[src/rtl/clut_rle_enc_if.sv]
// clut_rle_enc_if: pixel/byte stream with write/strobe handshake.
//   pixel[7:0] : data, driven by the master
//   write      : master has data on pixel
//   strobe     : slave accepts; a transfer happens when write && strobe
interface clut_rle_enc_if;
  logic [7:0] pixel;
  logic       write;
  logic       strobe;
  modport master(output pixel, output write, input strobe);
  modport slave(input pixel, input write, output strobe);
endinterface

[src/rtl/clut_rle_enc.sv]
// clut_rle_enc: CD-i RLE7 line encoder, 7-bit CLUT indices in, run-length coded bytes out.
//   clk     : clock
//   reset_n : asynchronous active-low reset
//   st      : line length select (1 = 360 px, 0 = 384 px), sampled at line start
//   src     : slave stream of pixels (pixel[6:0] = CLUT index, pixel[7] ignored)
//   dst     : master stream of encoded bytes
//   Macro CLUT_RLE_EOL_CODE_EN: runs ending at end of line emit count 0 ("to end of line").
module clut_rle_enc #(
  parameter int MIN_RUN = 2
) (
  input  logic           clk,
  input  logic           reset_n,
  input  logic           st,
  clut_rle_enc_if.slave  src,
  clut_rle_enc_if.master dst
);
  typedef enum logic [2:0] {EMPTY, ACCUM, EMIT_CODE, EMIT_COUNT, EMIT_LIT} state_t;
  localparam logic [8:0] MR = 9'(MIN_RUN);
  state_t     state, state_n;
  logic [6:0] run_pix, run_pix_n, pend, pend_n, fl_pix;
  logic [8:0] run_len, run_len_n, linecnt, linecnt_n, cur, chunk, fl_len;
  logic       pend_valid, pend_valid_n, pend_eol, pend_eol_n, eol_flag, eol_n;
  logic [7:0] out_q, out_n;
  logic       acc, last, same, done, do_fl, eol_zero, unused;
  assign unused = src.pixel[7];
  assign src.strobe = reset_n && (state == EMPTY || state == ACCUM);
  assign dst.write = state == EMIT_CODE || state == EMIT_COUNT || state == EMIT_LIT;
  assign dst.pixel = out_q;
  assign acc = src.write && src.strobe;
  // linecnt == 0 marks a line start, so st is sampled on the line's first pixel
  assign cur = (linecnt == 9'd0) ? (st ? 9'd360 : 9'd384) : linecnt;
  assign last = cur == 9'd1;
  assign same = state == EMPTY || src.pixel[6:0] == run_pix;
`ifdef CLUT_RLE_EOL_CODE_EN
  assign eol_zero = eol_flag;
`else
  assign eol_zero = 1'b0;
`endif
  assign chunk = eol_zero ? 9'd0 : (run_len > 9'd255 ? 9'd255 : run_len);
  always_comb begin
    state_n = state;
    run_pix_n = run_pix;
    run_len_n = run_len;
    pend_n = pend;
    pend_valid_n = pend_valid;
    pend_eol_n = pend_eol;
    eol_n = eol_flag;
    out_n = out_q;
    linecnt_n = linecnt;
    done = 1'b0;
    do_fl = 1'b0;
    fl_len = run_len;
    fl_pix = run_pix;
    if (acc) begin
      linecnt_n = cur - 9'd1;
      if (same) begin
        run_pix_n = src.pixel[6:0];
        run_len_n = run_len + 9'd1;
        state_n = ACCUM;
        if (last) begin
          eol_n = 1'b1;
          do_fl = 1'b1;
          fl_len = run_len + 9'd1;
          fl_pix = src.pixel[6:0];
        end
      end else begin
        pend_n = src.pixel[6:0];
        pend_valid_n = 1'b1;
        pend_eol_n = last;
        do_fl = 1'b1;
      end
    end
    if (state == EMIT_CODE && dst.strobe) begin
      state_n = EMIT_COUNT;
      out_n = chunk[7:0];
      run_len_n = eol_zero ? 9'd0 : run_len - chunk;
    end
    // remaining length after a count byte: either finished or another flush round
    if (state == EMIT_COUNT && dst.strobe) begin
      done = run_len == 9'd0;
      do_fl = run_len != 9'd0;
    end
    if (state == EMIT_LIT && dst.strobe) begin
      run_len_n = run_len - 9'd1;
      done = run_len == 9'd1;
    end
    if (done) begin
      eol_n = 1'b0;
      pend_valid_n = 1'b0;
      pend_eol_n = 1'b0;
      run_len_n = {8'd0, pend_valid};
      run_pix_n = pend;
      state_n = pend_valid ? ACCUM : EMPTY;
      // a pending pixel that was the line's last forms its own 1-pixel EOL run
      if (pend_valid && pend_eol) begin
        eol_n = 1'b1;
        do_fl = 1'b1;
        fl_len = 9'd1;
        fl_pix = pend;
      end
    end
    if (do_fl) begin
      run_len_n = fl_len;
      run_pix_n = fl_pix;
      state_n = fl_len >= MR ? EMIT_CODE : EMIT_LIT;
      out_n = {fl_len >= MR, fl_pix};
    end
  end
  always_ff @(posedge clk or negedge reset_n) begin
    if (!reset_n) begin
      state <= EMPTY;
      run_pix <= '0;
      run_len <= '0;
      pend <= '0;
      pend_valid <= 1'b0;
      pend_eol <= 1'b0;
      eol_flag <= 1'b0;
      out_q <= '0;
      linecnt <= '0;
    end else begin
      state <= state_n;
      run_pix <= run_pix_n;
      run_len <= run_len_n;
      pend <= pend_n;
      pend_valid <= pend_valid_n;
      pend_eol <= pend_eol_n;
      eol_flag <= eol_n;
      out_q <= out_n;
      linecnt <= linecnt_n;
    end
  end
endmodule
[src/flat_wrapper.sv]
// flat-port wrapper written by rule: the top's interface ports become plain ports
module clut_rle_enc_flat 
#(
  parameter int MIN_RUN = 2
)
  (clk, reset_n, st, src_pixel, src_write, src_strobe, dst_pixel, dst_write, dst_strobe);
  clut_rle_enc_if src_i ();
  clut_rle_enc_if dst_i ();
  input  logic clk;
  input  logic reset_n;
  input  logic st;
  input wire logic [$bits(src_i.pixel)-1:0] src_pixel;
  input wire logic [$bits(src_i.write)-1:0] src_write;
  output wire logic [$bits(src_i.strobe)-1:0] src_strobe;
  output wire logic [$bits(dst_i.pixel)-1:0] dst_pixel;
  output wire logic [$bits(dst_i.write)-1:0] dst_write;
  input wire logic [$bits(dst_i.strobe)-1:0] dst_strobe;
  assign src_i.pixel = src_pixel;
  assign src_i.write = src_write;
  assign src_strobe = src_i.strobe;
  assign dst_pixel = dst_i.pixel;
  assign dst_write = dst_i.write;
  assign dst_i.strobe = dst_strobe;
  clut_rle_enc #(.MIN_RUN(MIN_RUN)) u_core (.clk(clk), .reset_n(reset_n), .st(st), .src(src_i), .dst(dst_i));
endmodule
[config.mk]
export PLATFORM = sky130hd
export DESIGN_NAME = clut_rle_enc_flat
export DESIGN_NICKNAME = d
export VERILOG_FILES = /design/src/rtl/clut_rle_enc_if.sv /design/src/rtl/clut_rle_enc.sv /design/src/flat_wrapper.sv
export SDC_FILE = /design/constraint.sdc
export NUM_CORES = 1
export LEC_CHECK = 0
export ABC_AREA = 1
export BUFFER_PORTS_ARGS = -buffer_cell sky130_fd_sc_hd__buf_2
export CAP_MARGIN = 25
export CORE_AREA = 10 10 105 107
export CTS_CLUSTER_SIZE = 25
export DETAILED_ROUTE_END_ITERATION = 12
export DIE_AREA = 0 0 115 117
export PLACE_DENSITY = 0.64
export SLEW_MARGIN = 20
export SYNTH_ARGS = -nofsm -noshare
export SYNTH_HDL_FRONTEND = slang
export SYNTH_SLANG_ARGS = --single-unit
[constraint.sdc]
create_clock -name clk -period 2.7 [get_ports clk]
set_clock_uncertainty 0.1 [all_clocks]
set_input_delay 0.405 -clock clk [delete_from_list [all_inputs] [get_ports clk]]
set_output_delay 0.405 -clock clk [all_outputs]
set_load 0.01 [all_outputs]
==> results.sh, run 1 <==
export IMPL_combPwrFrac=0.629
export IMPL_track_usage=0.152
export IMPL_critPathRequiredTime_ns=2.79
export IMPL_synthXorXnorAreaFrac=0.0273
export IMPL_numClockSinks=45
export IMPL_root_buffer="clkbuf_8"
export IMPL_final_max_slew_viol_count=0
export IMPL_htree_levels=2
export IMPL_seqCellArea_mm2=0.00113
export IMPL_clock_path_buffers=2
export IMPL_finalWirelength_um=10200
export IMPL_dieArea_mm2=0.0135
export IMPL_yosysSeqAreaShare=0.319
export IMPL_dp_slack_ns=0.00148
export IMPL_finalSetupViolations=0
export IMPL_worst_ep_arrival_time_ns=2.62
export IMPL_grt_max_degree=46
export IMPL_synth_adder_area_share=0.0248
export IMPL_r2r_slack_ns=0.17
export IMPL_syn_area_per_cell_um2=6.43
export IMPL_tns_ns=0
export IMPL_synth_top_family_by_area="simple AND/OR/NAND/NOR gates"
export IMPL_fmax_mhz=395
export IMPL_ant_nets=0
export IMPL_clk_pin_slew_worst_paths_ns=0.09
export IMPL_status="complete, no violations"
export IMPL_insertion_delay_ns=0.32
export IMPL_switching_share=0.506
export IMPL_nNetsFinal=620
export IMPL_syn_nets=568
export IMPL_min_period_ns=2.53
export IMPL_drc=0
export IMPL_clockPowerShare=0.097
export IMPL_syn_to_final_growth_pct=16.7
export IMPL_grt_antenna_before_repair=0
export IMPL_fill_cells=955
export IMPL_n_antenna_cell=0
export IMPL_leakage_uw=0.00208
export IMPL_power_density_mw_per_mm2=1120
export IMPL_hold_viol=0
export IMPL_yosys_area_share_simple=0.383
export IMPL_reg2reg_depth=15
export IMPL_fin_crit_sh=0.938
export IMPL_ys_flop_type="dfrtp_1"
export IMPL_reg2reg_from="u_core.run_len[0]"
export IMPL_power_frac_seq=0.274
export IMPL_post_route_util=0.456
export IMPL_drt_iter0_markers=207
export IMPL_p_int_uw=2280
export IMPL_overflow=0
export IMPL_avgViaCountPerCell=5.23
export IMPL_reg2reg_to="u_core.run_len[0]"
export IMPL_dp_hpwl_um=7660
export IMPL_vdd_ir_drop_max_mv=0.508
export IMPL_hp_class="input pin to asynchronous set/reset pin"
export IMPL_tightest_slew_ns=0.600
export IMPL_yosys_warnings=0
export IMPL_setup_slack_ns=0.167
export IMPL_cts_made_buffers=5
export IMPL_port_buffers=21
export IMPL_p_sw_uw=2340
export IMPL_coreArea_mm2=0.00902
export IMPL_critPathKind="register to register"
export IMPL_async_flop_share=1.00
export IMPL_vias=3724
export IMPL_ctsHoldBuffers=0
export IMPL_synth_edff_count=0
export IMPL_multiInputGateArea_mm2=0.00210
export IMPL_initial_core_util=0.391
export IMPL_worst_path_max_fanout=12
export IMPL_rows=35
export IMPL_synth_area_mm2=0.00353
export IMPL_wl_per_cell_um=14.3
export IMPL_gp_congestion=0.959
export IMPL_layout_cells_non_filler=712
export IMPL_grt_pass1_wl_um=17000
export IMPL_cts_tree="yes"
export IMPL_grt_pass1_vias=3585
export IMPL_synth_compound_area_frac=0.151
export IMPL_io_pins=23
export IMPL_start_kind="register"
export IMPL_yosysUniqueCellTypes=41
export IMPL_drtPass1Iterations=5
export IMPL_die_y_um=117
export IMPL_maxCapViolations=0
export IMPL_syn_inst=548
export IMPL_die_x_um=115
export IMPL_synth_seq_cells=45
export IMPL_max_slew_margin=0.600
export IMPL_dpl_cell_count=700
export IMPL_synth_mux_area_frac=0
export IMPL_layout_drive_gt1_share=0.175
export IMPL_critPathCaptureType="register"
## power by group through the flow
stage | sequential, uW | clock (uW) | combinational, uW
final | 1270 | 448 | 2910
after detailed placement | 1270 | 0 | 2810
after global placement | 1260 | 0 | 2760
after CTS | 1250 | 457 | 2840
after floorplan | 1240 | 0 | 1970
after global routing | 1310 | 481 | 3300
## per-layer routing
layer / part of all wire / global-route usage / routed length, um
met1: 0.44 / 0.187 / 4460
met3: 0.054 / 0.0234 / 554
met2: 0.49 / 0.270 / 5010
met5: 0 / 0 / 0
met4: 0.014 / 0.0388 / 145
## flip-flops by register name, indices dropped and copies added (netlist names)
name               flops
u_core.linecnt         9
u_core.run_len         9
u_core.dst.pixel       8
u_core.pend            7
u_core.run_pix         7
u_core.state           3
u_core.pend_eol        1
u_core.pend_valid      1
## kinds of logic (layout without fill, tap and decap cells)
kind of cell / after synthesis / after routing
compound gates: 93 / 93
xor+xnor: 11 / 11
fa+ha+maj: 7 / 7
buf+inv: 82 / 135
flops: 45 / 45
simple gates: 310 / 310
## per-stage QoR
step,power [uW],instance area [um2],hold slack [ns]
after global placement,4020,3960,0.389
after global routing,5090,4110,0.163
after CTS,4550,4060,0.134
after floorplan,3210,3530,0.00941
final,4630,4110,0.0960
after detailed placement,4080,3960,0.393
## worst max path at each step
stage	end	startpoint	slack (ns)
after floorplan	u_core.run_len[8]	u_core.run_len[0]	0.09
after global placement	u_core.run_len[8]	u_core.run_len[0]	0.06
after detailed placement	u_core.run_len[8]	u_core.run_len[0]	0.001
after CTS	u_core.run_len[8]	u_core.run_len[0]	0.06
after global routing	u_core.run_len[8]	u_core.run_len[0]	-0.04
final	u_core.run_len[0]	u_core.run_len[0]	0.17
## cell type report
cell class,instances,area share
inverters,65,0.0599
clock buffers,6,0.0176
multi-input cells,421,0.511
well taps,111,0.0338
clock inverters,2,0.00365
flip-flops and latches,45,0.274
repair buffers,62,0.100
## cell usage after synthesis (2+ instances only)
| cell type | instances | area share |
|---|---|---|
| o21bai_1 | 2 | 0.0043 |
| inv_1 | 61 | 0.065 |
| nand3_1 | 36 | 0.051 |
| dfrtp_1 | 45 | 0.32 |
| xor2_1 | 7 | 0.017 |
| ha_1 | 7 | 0.025 |
| nor2_2 | 4 | 0.0071 |
| or2_2 | 4 | 0.0071 |
| clkbuf_1 | 7 | 0.0075 |
| nor2_1 | 75 | 0.080 |
| buf_2 | 8 | 0.011 |
| nand2_2 | 3 | 0.0053 |
| a21oi_1 | 26 | 0.037 |
| o21ai_1 | 6 | 0.0085 |
| nand4_1 | 11 | 0.020 |
| o31ai_1 | 3 | 0.0064 |
| nor3_1 | 5 | 0.0071 |
| o21ai_0 | 40 | 0.057 |
| buf_6 | 2 | 0.0064 |
| clkinv_1 | 2 | 0.0021 |
| nand2_4 | 3 | 0.0096 |
| a31oi_1 | 3 | 0.0053 |
| nand2_1 | 159 | 0.17 |
| nor2_4 | 2 | 0.0064 |
| nor4_1 | 3 | 0.0053 |
| o211ai_1 | 6 | 0.013 |
| xnor2_1 | 4 | 0.0099 |
## layout by cell type (no fill, tap or decap), types with 3 or more instances in the layout
master and n:
xor2_1 7, nand3_1 34, o31ai_1 3, a31oi_1 3, o21ai_1 8, buf_2 21
ha_1 6, buf_4 41, inv_1 59, nand2_1 159, nand4_1 11, a21oi_1 26
or2_2 4, nor2_1 69, xnor2_1 4, o211ai_1 6, nand2_4 3, nor3_1 3
nor4_1 3, nor2_2 10, clkbuf_8 5, nand2_2 3, o21ai_0 38, nand3_2 3
dfrtp_1 45, inv_2 3
## what timing repair did
action / in CTS / in global routing
buffers inserted: 2 / 2
resized for setup: 0 / 15
setup endpoints to repair: 1 / 25
pin swaps: 0 / 1
## worst max-delay path: stages (launching register included)
cell,delay [ns]
dfrtp_1,0.42
inv_1,0.11
ha_1,0.17
nand2_1,0.08
nor2_2,0.14
nand4_1,0.14
nor2_2,0.13
nand2_1,0.10
nand2_1,0.11
buf_4,0.12
nand3b_2,0.16
nand2_4,0.14
buf_4,0.21
nor2_1,0.06
o21ai_0,0.12
o21ai_0,0.10
Note: power is estimated with default switching activity, not from simulation.
==> inputs of run 2 (changes only) <==
--- a/config.mk
+++ b/config.mk
@@ -7,13 +7,12 @@
 export LEC_CHECK = 0
 export ABC_AREA = 1
 export BUFFER_PORTS_ARGS = -buffer_cell sky130_fd_sc_hd__buf_2
-export CAP_MARGIN = 25
 export CORE_AREA = 10 10 105 107
 export CTS_CLUSTER_SIZE = 25
 export DETAILED_ROUTE_END_ITERATION = 12
 export DIE_AREA = 0 0 115 117
 export PLACE_DENSITY = 0.64
-export SLEW_MARGIN = 20
+export SETUP_SLACK_MARGIN = 0.3
 export SYNTH_ARGS = -nofsm -noshare
 export SYNTH_HDL_FRONTEND = slang
 export SYNTH_SLANG_ARGS = --single-unit
==> run 2 against run 1 <==
Non-clock buffer count rose by 21; critical path depth did not move; setup slack improved by 0.10 ns; clock power rose by 4.5%; clock-buffer cell count did not move; flip-flop and latch count did not move; critical path type unchanged; critical endpoint is now u_core.state[1]; largest cell class unchanged; largest power group unchanged.
==> results.sh, run 2 (same netlist as run 1, synthesis figures left out) <==
export IMPL_slowest_stage="dfrtp_2"
export IMPL_slowest_delay_ns=0.46
export IMPL_cp_num_cells=15
export IMPL_cp_cell_sequence="inv_2 > ha_4 > nand2_4 > nor2_4 > nand4_1 > nor2_1 > nand2_1 > nand2_2 > nand3b_4 > nand3_2 > nand2_1 > nor2_2 > nand2_1 > nand2_1 > nand3_1"
export IMPL_grt_antenna_before_repair=0
export IMPL_htree_levels=2
export IMPL_finalSetupViolations=0
export IMPL_vdd_ir_drop_max_mv=0.528
export IMPL_die_y_um=117
export IMPL_max_slew_margin=0.588
export IMPL_port_buffers=21
export IMPL_io_pins=23
export IMPL_rows=35
export IMPL_ant_nets=0
export IMPL_hold_viol=0
export IMPL_placed_cell_area_mm2=0.00399
export IMPL_wl_per_cell_um=15.1
export IMPL_cp_num_buf_inv=1
export IMPL_gp_congestion=0.949
export IMPL_tns_ns=0
export IMPL_critPathCaptureType="register"
export IMPL_layout_drive_gt1_share=0.277
export IMPL_rsz0062_at_grt="true"
export IMPL_worst_ep_arrival_time_ns=2.52
export IMPL_fin_crit_sh=0.900
export IMPL_tightest_slew_ns=0.618
export IMPL_clock_path_buffers=2
export IMPL_hp_class="input pin to asynchronous set/reset pin"
export IMPL_critical_path_top_delay_family="simple AND/OR/NAND/NOR gates"
export IMPL_grt_max_degree=46
export IMPL_n_antenna_cell=0
export IMPL_avgViaCountPerCell=5.28
export IMPL_final_cell_mix="nand2_1 (144), nor2_1 (70), inv_1 (53)"
export IMPL_fmax_mhz=411
export IMPL_initial_core_util=0.391
export IMPL_track_usage=0.158
export IMPL_grt_pass1_vias=3718
export IMPL_start_kind="register"
export IMPL_drtPass1Iterations=8
export IMPL_power_density_mw_per_mm2=1120
export IMPL_drc=0
export IMPL_grt_pass1_wl_um=17400
export IMPL_worst_path_max_fanout=3
export IMPL_vias=3869
export IMPL_status="complete, no violations"
export IMPL_final_max_slew_viol_count=0
export IMPL_dp_hpwl_um=7740
export IMPL_startpoint="u_core.run_len[0]"
export IMPL_root_buffer="clkbuf_8"
export IMPL_overflow=0
export IMPL_mostFrequentLayoutCell="nand2_1"
export IMPL_stdcell_area_mm2=0.00468
export IMPL_reg2reg_depth=15
export IMPL_cp_common_cell="nand2_1"
export IMPL_coreArea_mm2=0.00902
export IMPL_clk_pin_slew_worst_paths_ns=0.09
export IMPL_timing_hold_ws_ns=0.125
export IMPL_critPathKind="register to register"
export IMPL_maxCapViolations=0
export IMPL_setup_slack_ns=0.270
export IMPL_cts_made_buffers=5
export IMPL_insertion_delay_ns=0.31
export IMPL_drt_iter0_markers=326
export IMPL_die_x_um=115
export IMPL_nNetsFinal=641
export IMPL_leakage_uw=0.00230
export IMPL_ctsHoldBuffers=0
export IMPL_dp_slack_ns=0.0538
export IMPL_cts_tree="yes"
export IMPL_dieArea_mm2=0.0135
export IMPL_min_period_ns=2.43
export IMPL_finalWirelength_um=11100
export IMPL_reg2reg_from="u_core.run_len[0]"
export IMPL_numClockSinks=45
export IMPL_critPathRequiredTime_ns=2.79
export IMPL_syn_to_final_growth_pct=32.8
run 2: worst reg2reg max path: stages (launching register included):
cell,delay (ns)
dfrtp_2,0.46
inv_2,0.10
ha_4,0.15
nand2_4,0.06
nor2_4,0.11
nand4_1,0.13
nor2_1,0.15
nand2_1,0.12
nand2_2,0.16
nand3b_4,0.16
nand3_2,0.14
nand2_1,0.07
nor2_2,0.13
nand2_1,0.11
nand2_1,0.09
nand3_1,0.07
run 2: timing repair:
item                                    in CTS  in global routing
cloned                                       0                  3
resized for setup                           23                 69
pin swaps                                    6                 25
buffers inserted                            14                 11
endpoints found under the setup margin      27                 27
run 2: cell type report:
cell class                      instances  area, um2
Clock buffer                            6       82.6
Clock inverter                          2       13.8
Fill cell                             850       4340
Inverter                               65        259
Multi-Input combinational cell        421       2380
Sequential cell                        45       1130
Tap cell                              111        139
Timing Repair Buffer                   83        671
run 2: worst paths after layout:
| kind | to | slack (ns) |
|---|---|---|
| max in group asynchronous | u_core.run_len[0] | 1.92 |
| worst max register to register | u_core.state[1] | 0.27 |
| worst min-delay path | u_core.state[1] | 0.12 |
| worst max-delay path | u_core.state[1] | 0.27 |
| min in group clk | u_core.pend[6] | 0.30 |
| worst min register to register | u_core.dst.pixel[2] | 0.42 |
run 2: metrics by stage:
stage | utilization | cells | power (uW)
2_1_floorplan | - | 548 | 3280
3_3_place_gp | 0.442 | 697 | 4070
3_5_place_dp | 0.442 | 697 | 4130
4_1_cts | 0.474 | 719 | 4800
5_1_grt | 0.519 | 733 | 5730
6_report | 0.519 | 733 | 5260
run 2: where the power goes:
| part | internal [uW] | switching, uW | total [uW] |
|---|---|---|---|
| Sequential | 999 | 307 | 1310 |
| Combinational | 1420 | 2070 | 3490 |
| Clock | 208 | 260 | 468 |
| Total | 2630 | 2630 | 5260 |
run 2: layer usage:
| layer | share of wire | vias to the layer above | global-route usage |
|---|---|---|---|
| met5 | 0 | - | 0 |
| met4 | 0.026 | 0 | 0.0569 |
| met3 | 0.050 | 33 | 0.0316 |
| met2 | 0.49 | 129 | 0.266 |
| met1 | 0.43 | 1790 | 0.195 |
| li1 | - | 1917 | - |
